--- config.mk ---
export PLATFORM = sky130hd
export DESIGN_NAME = load_store_unit
export DESIGN_NICKNAME = d
export VERILOG_FILES = /design/src/rtl/lsu_pkg.sv /design/src/rtl/lsu_data_align.sv /design/src/rtl/load_store_unit.sv
export SDC_FILE = /design/constraint.sdc
export NUM_CORES = 1
export LEC_CHECK = 0
export BUFFER_PORTS_ARGS = -buffer_cell sky130_fd_sc_hd__buf_2
export CAP_MARGIN = 20
export CORE_ASPECT_RATIO = 1.75
export CORE_MARGIN = 2
export CORE_UTILIZATION = 40
export DETAILED_ROUTE_END_ITERATION = 8
export PLACE_DENSITY = 0.7
export SYNTH_ARGS = -nofsm -noshare
export SYNTH_HDL_FRONTEND = slang
export SYNTH_SLANG_ARGS = --single-unit
export TNS_END_PERCENT = 20
--- constraint.sdc ---
create_clock -name clk -period 1.9 [get_ports clk]
set_input_delay 0.19 -clock clk [delete_from_list [all_inputs] [get_ports clk]]
set_output_delay 0.19 -clock clk [all_outputs]
set_load 0.01 [all_outputs]
--- src/rtl/lsu_pkg.sv ---
// Shared encodings for the load/store unit: funct3 sizes, FSM states,
// fault codes and the access legality check.
package lsu_pkg;

  localparam logic [2:0] F3_B  = 3'b000;
  localparam logic [2:0] F3_H  = 3'b001;
  localparam logic [2:0] F3_W  = 3'b010;
  localparam logic [2:0] F3_BU = 3'b100;
  localparam logic [2:0] F3_HU = 3'b101;

  typedef enum logic [1:0] {
    ST_IDLE = 2'd0,
    ST_BUS  = 2'd1,
    ST_DONE = 2'd2
  } lsu_state_t;

  typedef enum logic [1:0] {
    FLT_NONE     = 2'b00,
    FLT_MISALIGN = 2'b01,
    FLT_TIMEOUT  = 2'b10,
    FLT_ILLEGAL  = 2'b11
  } lsu_fault_t;

  // Illegal encodings take priority over misalignment.
  function automatic lsu_fault_t access_check(input logic rd, input logic wr,
                                              input logic [2:0] f3,
                                              input logic [1:0] off);
    lsu_fault_t r;
    r = FLT_NONE;
    if (rd && wr)
      r = FLT_ILLEGAL;
    else if (rd && !(f3 inside {F3_B, F3_H, F3_W, F3_BU, F3_HU}))
      r = FLT_ILLEGAL;
    else if (wr && !(f3 inside {F3_B, F3_H, F3_W}))
      r = FLT_ILLEGAL;
    else if ((f3[1:0] == 2'b01 && off[0]) || (f3[1:0] == 2'b10 && off != 2'b00))
      r = FLT_MISALIGN;
    return r;
  endfunction

endpackage

--- src/rtl/lsu_data_align.sv ---
// Combinational lane logic: store byte replication and strobes, and
// load byte/halfword extraction with sign or zero extension.
module lsu_data_align
  import lsu_pkg::*;
(
  input  logic [2:0]  st_funct3,
  input  logic [1:0]  st_off,
  input  logic [31:0] store_data,
  output logic [31:0] wdata,
  output logic [3:0]  wstrb,
  input  logic [2:0]  ld_funct3,
  input  logic [1:0]  ld_off,
  input  logic [31:0] rdata,
  output logic [31:0] ld_value
);

  logic [7:0]  ld_byte;
  logic [15:0] ld_half;

  always_comb begin
    wdata = store_data;
    wstrb = 4'b1111;
    case (st_funct3[1:0])
      2'b00: begin
        wdata = {4{store_data[7:0]}};
        wstrb = 4'b0001 << st_off;
      end
      2'b01: begin
        wdata = {2{store_data[15:0]}};
        wstrb = 4'b0011 << st_off;
      end
      default: ;
    endcase
  end

  always_comb begin
    case (ld_off)
      2'd0:    ld_byte = rdata[7:0];
      2'd1:    ld_byte = rdata[15:8];
      2'd2:    ld_byte = rdata[23:16];
      default: ld_byte = rdata[31:24];
    endcase
    ld_half = ld_off[1] ? rdata[31:16] : rdata[15:0];
    case (ld_funct3)
      F3_B:    ld_value = {{24{ld_byte[7]}}, ld_byte};
      F3_BU:   ld_value = {24'h000000, ld_byte};
      F3_H:    ld_value = {{16{ld_half[15]}}, ld_half};
      F3_HU:   ld_value = {16'h0000, ld_half};
      default: ld_value = rdata;
    endcase
  end

endmodule

--- src/rtl/load_store_unit.sv ---
// Memory-access stage: one req/ack data-memory transaction per EX-stage
// load/store, with pipeline stall, extended load data and fault reporting.
module load_store_unit
  import lsu_pkg::*;
#(
  parameter int unsigned TIMEOUT_CYCLES = 255
) (
  input  logic        clk,
  input  logic        reset,
  input  logic        ex_valid,
  input  logic        mem_read,
  input  logic        mem_write,
  input  logic [2:0]  funct3,
  input  logic [31:0] addr,
  input  logic [31:0] store_data,
  output logic        mem_req,
  output logic        mem_we,
  output logic [31:0] mem_addr,
  output logic [31:0] mem_wdata,
  output logic [3:0]  mem_wstrb,
  input  logic [31:0] mem_rdata,
  input  logic        mem_ack,
  output logic        stall,
  output logic        done,
  output logic [31:0] load_data,
  output logic [1:0]  fault
);

  localparam logic [9:0] CNT_LAST = 10'(TIMEOUT_CYCLES - 1);

  lsu_state_t  state, state_next;
  lsu_fault_t  chk, fault_q;
  logic        op_present;
  logic [9:0]  cnt;
  logic [2:0]  lat_funct3;
  logic [1:0]  lat_off;
  logic [31:0] al_wdata, al_ld_value;
  logic [3:0]  al_wstrb;

  assign op_present = ex_valid & (mem_read | mem_write);
  assign chk        = access_check(mem_read, mem_write, funct3, addr[1:0]);
  assign fault      = fault_q;

  lsu_data_align u_align (
    .st_funct3  (funct3),
    .st_off     (addr[1:0]),
    .store_data (store_data),
    .wdata      (al_wdata),
    .wstrb      (al_wstrb),
    .ld_funct3  (lat_funct3),
    .ld_off     (lat_off),
    .rdata      (mem_rdata),
    .ld_value   (al_ld_value)
  );

  always_ff @(posedge clk) begin
    if (reset) state <= ST_IDLE;
    else       state <= state_next;
  end

  always_comb begin
    state_next = state;
    case (state)
      ST_IDLE: if (op_present) state_next = (chk == FLT_NONE) ? ST_BUS : ST_DONE;
      ST_BUS:  if (mem_ack || cnt == CNT_LAST) state_next = ST_DONE;
      ST_DONE: state_next = ST_IDLE;
      default: state_next = ST_IDLE;
    endcase
  end

  always_comb begin
    done  = (state == ST_DONE);
    stall = !reset && op_present && (state != ST_DONE);
  end

  always_ff @(posedge clk) begin
    if (reset) begin
      mem_req    <= 1'b0;
      mem_we     <= 1'b0;
      mem_addr   <= '0;
      mem_wdata  <= '0;
      mem_wstrb  <= '0;
      load_data  <= '0;
      fault_q    <= FLT_NONE;
      cnt        <= '0;
      lat_funct3 <= '0;
      lat_off    <= '0;
    end else begin
      case (state)
        ST_IDLE: begin
          if (op_present) begin
            if (chk == FLT_NONE) begin
              mem_req    <= 1'b1;
              mem_we     <= mem_write;
              mem_addr   <= {addr[31:2], 2'b00};
              mem_wdata  <= al_wdata;
              mem_wstrb  <= mem_write ? al_wstrb : 4'b0000;
              lat_funct3 <= funct3;
              lat_off    <= addr[1:0];
              cnt        <= '0;
              fault_q    <= FLT_NONE;
            end else begin
              fault_q    <= chk;
              load_data  <= '0;
            end
          end
        end
        ST_BUS: begin
          if (mem_ack) begin
            mem_req <= 1'b0;
            fault_q <= FLT_NONE;
            if (!mem_we) load_data <= al_ld_value;
          end else if (cnt == CNT_LAST) begin
            mem_req   <= 1'b0;
            fault_q   <= FLT_TIMEOUT;
            load_data <= '0;
          end else begin
            cnt <= cnt + 10'd1;
          end
        end
        ST_DONE: fault_q <= FLT_NONE;
        default: ;
      endcase
    end
  end

endmodule

==> results by group <==
Synthesis
  – Cell variety after synth: 51
  – Synth Area in Adders: 1.32%
  – Synth Cell Area: 5710 µm²
  – Synth Instances: 692
  – Simple-Gate Fraction of Synth Area: 19.6%
  – Average size of a mapped cell: 8.25 µm²
  – Compound-Gate Fraction of Synth Area: 21.2%
  – YS warnings: 0
  – Sequential area share after synthesis: 41.7%
  – Synth Area in XOR/XNOR: 0.153%
  – Largest family of logic cells by synthesized area: compound AO/OA/AOI/OAI gates
  – Most common flop cell mapped by yosys: dfxtp_1
  – Asr flop ratio synth: 0%
  – Seq cells post-synth: 119
  – Mux share of post-synthesis cell area: 10.6%
  – Post-synth EDFFs: 0

STA
  – Post-Route Skew: 11.0 ps
  – Slew Limit Headroom: 52.9%
  – Fmax: 551 MHz
  – Final worst setup slack: 84.4 ps
  – Tcrit/Tclk final: 95.6%
  – Fin crit period: 1820 ps
  – Pins Over Slew Limit: 0
  – Final setup viols: 0
  – Slew at the pin with the worst max-slew slack: 707 ps
  – Hold Violations, Final: 0

Cells and area
  – Register area: 2390 µm²
  – Most frequent cells in the layout: 207 x buf_2, 143 x nand2_1, 116 x dfxtp_1, 76 x a21oi_1, 55 x mux2i_1
  – Area of the multi-input gates: 3100 µm²
  – Diode count: 0
  – Fill cells: 1,320
  – Commonest non-fill, non-tap cell in the layout: buf_2
  – Final cell count without fillers: 1,100
  – Final nets: 1,021
  – Area grow syn2layout: 37.6%
  – Share of layout cells above drive strength 1: 33.8%

Global route
  – First-pass GRT wire length: 26,800 µm
  – Vias in the first global route: 5,526
  – Remaining Overflow, GRT: 0
  – GR Util met2: 39.6%
  – Met3 Use GR: 4.87%
  – Global Route Usage Sum: 22.2%
  – Most used routing layer in global routing: met2
  – Initial antenna violation count: 1
  – Met1 Track Usage GR: 24.5%
  – Largest net degree at the start of global routing: 64

Drt
  – Via/cell ratio: 5.30
  – Post-route DRC: 0
  – Vias post-DR: 5,828
  – Drt first pass iters: 4
  – WL final: 17,800 µm
  – Avg WL per Cell: 16.2 µm
  – Final antenna-violating net count: 0
  – Iteration-0 DRC Markers: 255

Power
  – Switch share: 29.5%
  – IR drop worst, VDD: 0.840 mV
  – Power Internal: 5.09 mW
  – NetSw: 2.13 mW
  – Clk pwr share: 43.0%
  – Seq pwr share: 37.0%
  – Power share of the combinational group: 20.0%
  – Pwr Density: 918 nW/µm²
  – Pleak: 3.47 nW

Placed design
  – Pre-CTS WS: -35.7 ps
  – Dpl hpwl: 12,400 µm
  – Input/output buffers: 208
  – Final Wtd Congestion: 0.880
  – Placed Cells: 1,063

Clock network
  – H-tree depth: 4
  – Clk Latency, worst-skew pair: 410 ps
  – CTS tree: yes
  – Clk buf depth: 2
  – Total clock buffers created by CTS: 17
  – Clock transition at path regs: 60 ps
  – Clk sinks: 119
  – Root buf cell: clkbuf_16

Critical path
  – CP delay by family, top: compound AO/OA/AOI/OAI gates
  – CP max-delay cell: dfxtp_2
  – CP max stage delay: 370 ps
  – Critical path cell sequence: and4_2, a41oi_4, a21oi_4, o2111ai_4, clkbuf_16, mux2i_1
  – CP required: 2190 ps
  – CP arrival: 2100 ps
  – Worst-path maximum fanout: 6
  – Startpoint Class: flop
  – Setup CP Type: reg -> reg
  – Worst setup EP type: flop
  – Buf+Inv Stages, Crit Path: 1

Die
  – Starting Density: 41.0%
  – Full die area: 15,300 µm²
  – Core Box Area: 13,900 µm²
  – Ports: 211
  – Width of the die: 94.3 µm
  – Die H: 162 µm
  – Row cnt: 57

Run status
  – Outcome: finished clean

Hold path
  – Hold Crit Class: in -> reg

Run
  – Maxcap violations: 0
routing by layer:
metal | part of all wire, % | vias to the layer above | routed length (µm)
met3 | 5.8 | 47 | 1030
met4 | 3.6 | 0 | 641
li1 | - | 2884 | -
met2 | 52 | 214 | 9360
met5 | 0 | - | 0
met1 | 38 | 2683 | 6810
synth_stat cells (2+ instances only):
cell type | count | area, µm²
nor2_1 | 32 | 120
or3_1 | 3 | 18.8
and3_1 | 2 | 12.5
or4_1 | 6 | 45.0
dfxtp_1 | 119 | 2380
o22ai_1 | 8 | 50.1
nand2_1 | 143 | 537
nand2b_1 | 35 | 219
a21oi_1 | 76 | 380
mux2i_1 | 55 | 551
a31oi_1 | 2 | 12.5
ha_1 | 6 | 75.1
a311oi_1 | 8 | 70.1
nand4_1 | 3 | 18.8
nor2b_1 | 5 | 31.3
buf_6 | 2 | 22.5
inv_1 | 7 | 26.3
clkbuf_1 | 31 | 116
o221ai_1 | 6 | 52.6
o21ai_0 | 27 | 135
nor3_1 | 3 | 15.0
o211ai_1 | 29 | 218
a211oi_1 | 11 | 82.6
buf_2 | 18 | 90.1
nor3b_1 | 6 | 45.0
buf_4 | 4 | 30.0
o2111ai_1 | 4 | 35.0
buf_1 | 4 | 15.0
a21oi_2 | 2 | 17.5
o31ai_1 | 6 | 45.0
mux2_2 | 3 | 33.8
nand3_1 | 7 | 35.0
registers in the layout, summed over array words and instances, names as in the netlist:
name	flops
load_data	32
mem_addr	30
lat_off	2
mem_we	1
state	2
lat_funct3	3
cnt	10
mem_wstrb	4
mem_wdata	32
fault	2
mem_req	1
metrics by stage:
stage	hold WS, ps	power, mW	setup TNS, ps	instance area, µm²	utilization (%)
floorplan	326	3.47	0	5730	-
global placement	430	4.02	0	7130	51.3
detailed placement	435	4.04	-157	7130	51.3
CTS	0.175	7.15	0	7700	55.4
global route	8.29	7.50	-33.3	7860	56.5
finish	14.2	7.21	0	7860	56.5
cell families (layout without fill, tap and decap cells):
group,after synthesis,count (layout)
other,1,2
adders and majority gates,6,6
AOI/OAI and AO/OA,191,191
muxes,59,59
xor gates and xnor gates,1,1
and+or+nand+nor,248,248
DFF,119,119
buffers and inverters,67,297
path summary, 6_finish.rpt:
check	depth (start not counted)	from	slack, ps	end
worst min-delay path	3	addr[2]	10	mem_addr[2]
worst max register to register	6	cnt[4]	80	load_data[1]
worst min register to register	2	mem_wdata[1]	450	mem_wdata[1]
worst max-delay path	6	cnt[4]	80	load_data[1]
layout make-up:
class                   instances  area share, %
clock buffers                  17           5.42
flip-flops and latches        119           30.4
well taps                     177           2.82
clock inverters                15           1.85
repair buffers                257           19.7
multi-input cells             507           39.5
inverters                       8          0.382
worst register-to-register path, delay by kind of cell, from the launching register on:
family | cells | cell delay (ps)
simple gates | 1 | 270
buf+inv | 1 | 280
flops | 1 | 370
compound gates | 3 | 660
mux | 1 | 120
power groups by stage:
stage / clock network [mW] / logic (mW) / registers (mW)
CTS: 3.16 / 1.32 / 2.67
finish: 3.10 / 1.44 / 2.67
global route: 3.27 / 1.55 / 2.68
floorplan: 0 / 0.708 / 2.77
global placement: 0 / 1.31 / 2.72
detailed placement: 0 / 1.31 / 2.72
what timing repair did:
item                                    4_1_cts  5_1_grt
setup buffers                                 0        1
hold buffers                                  0        0
cloned                                        0        4
pin swaps                                     0        3
endpoints found under the setup margin       15       81
gates resized for setup                       2       14
Note: power is estimated with default switching activity, not from simulation.
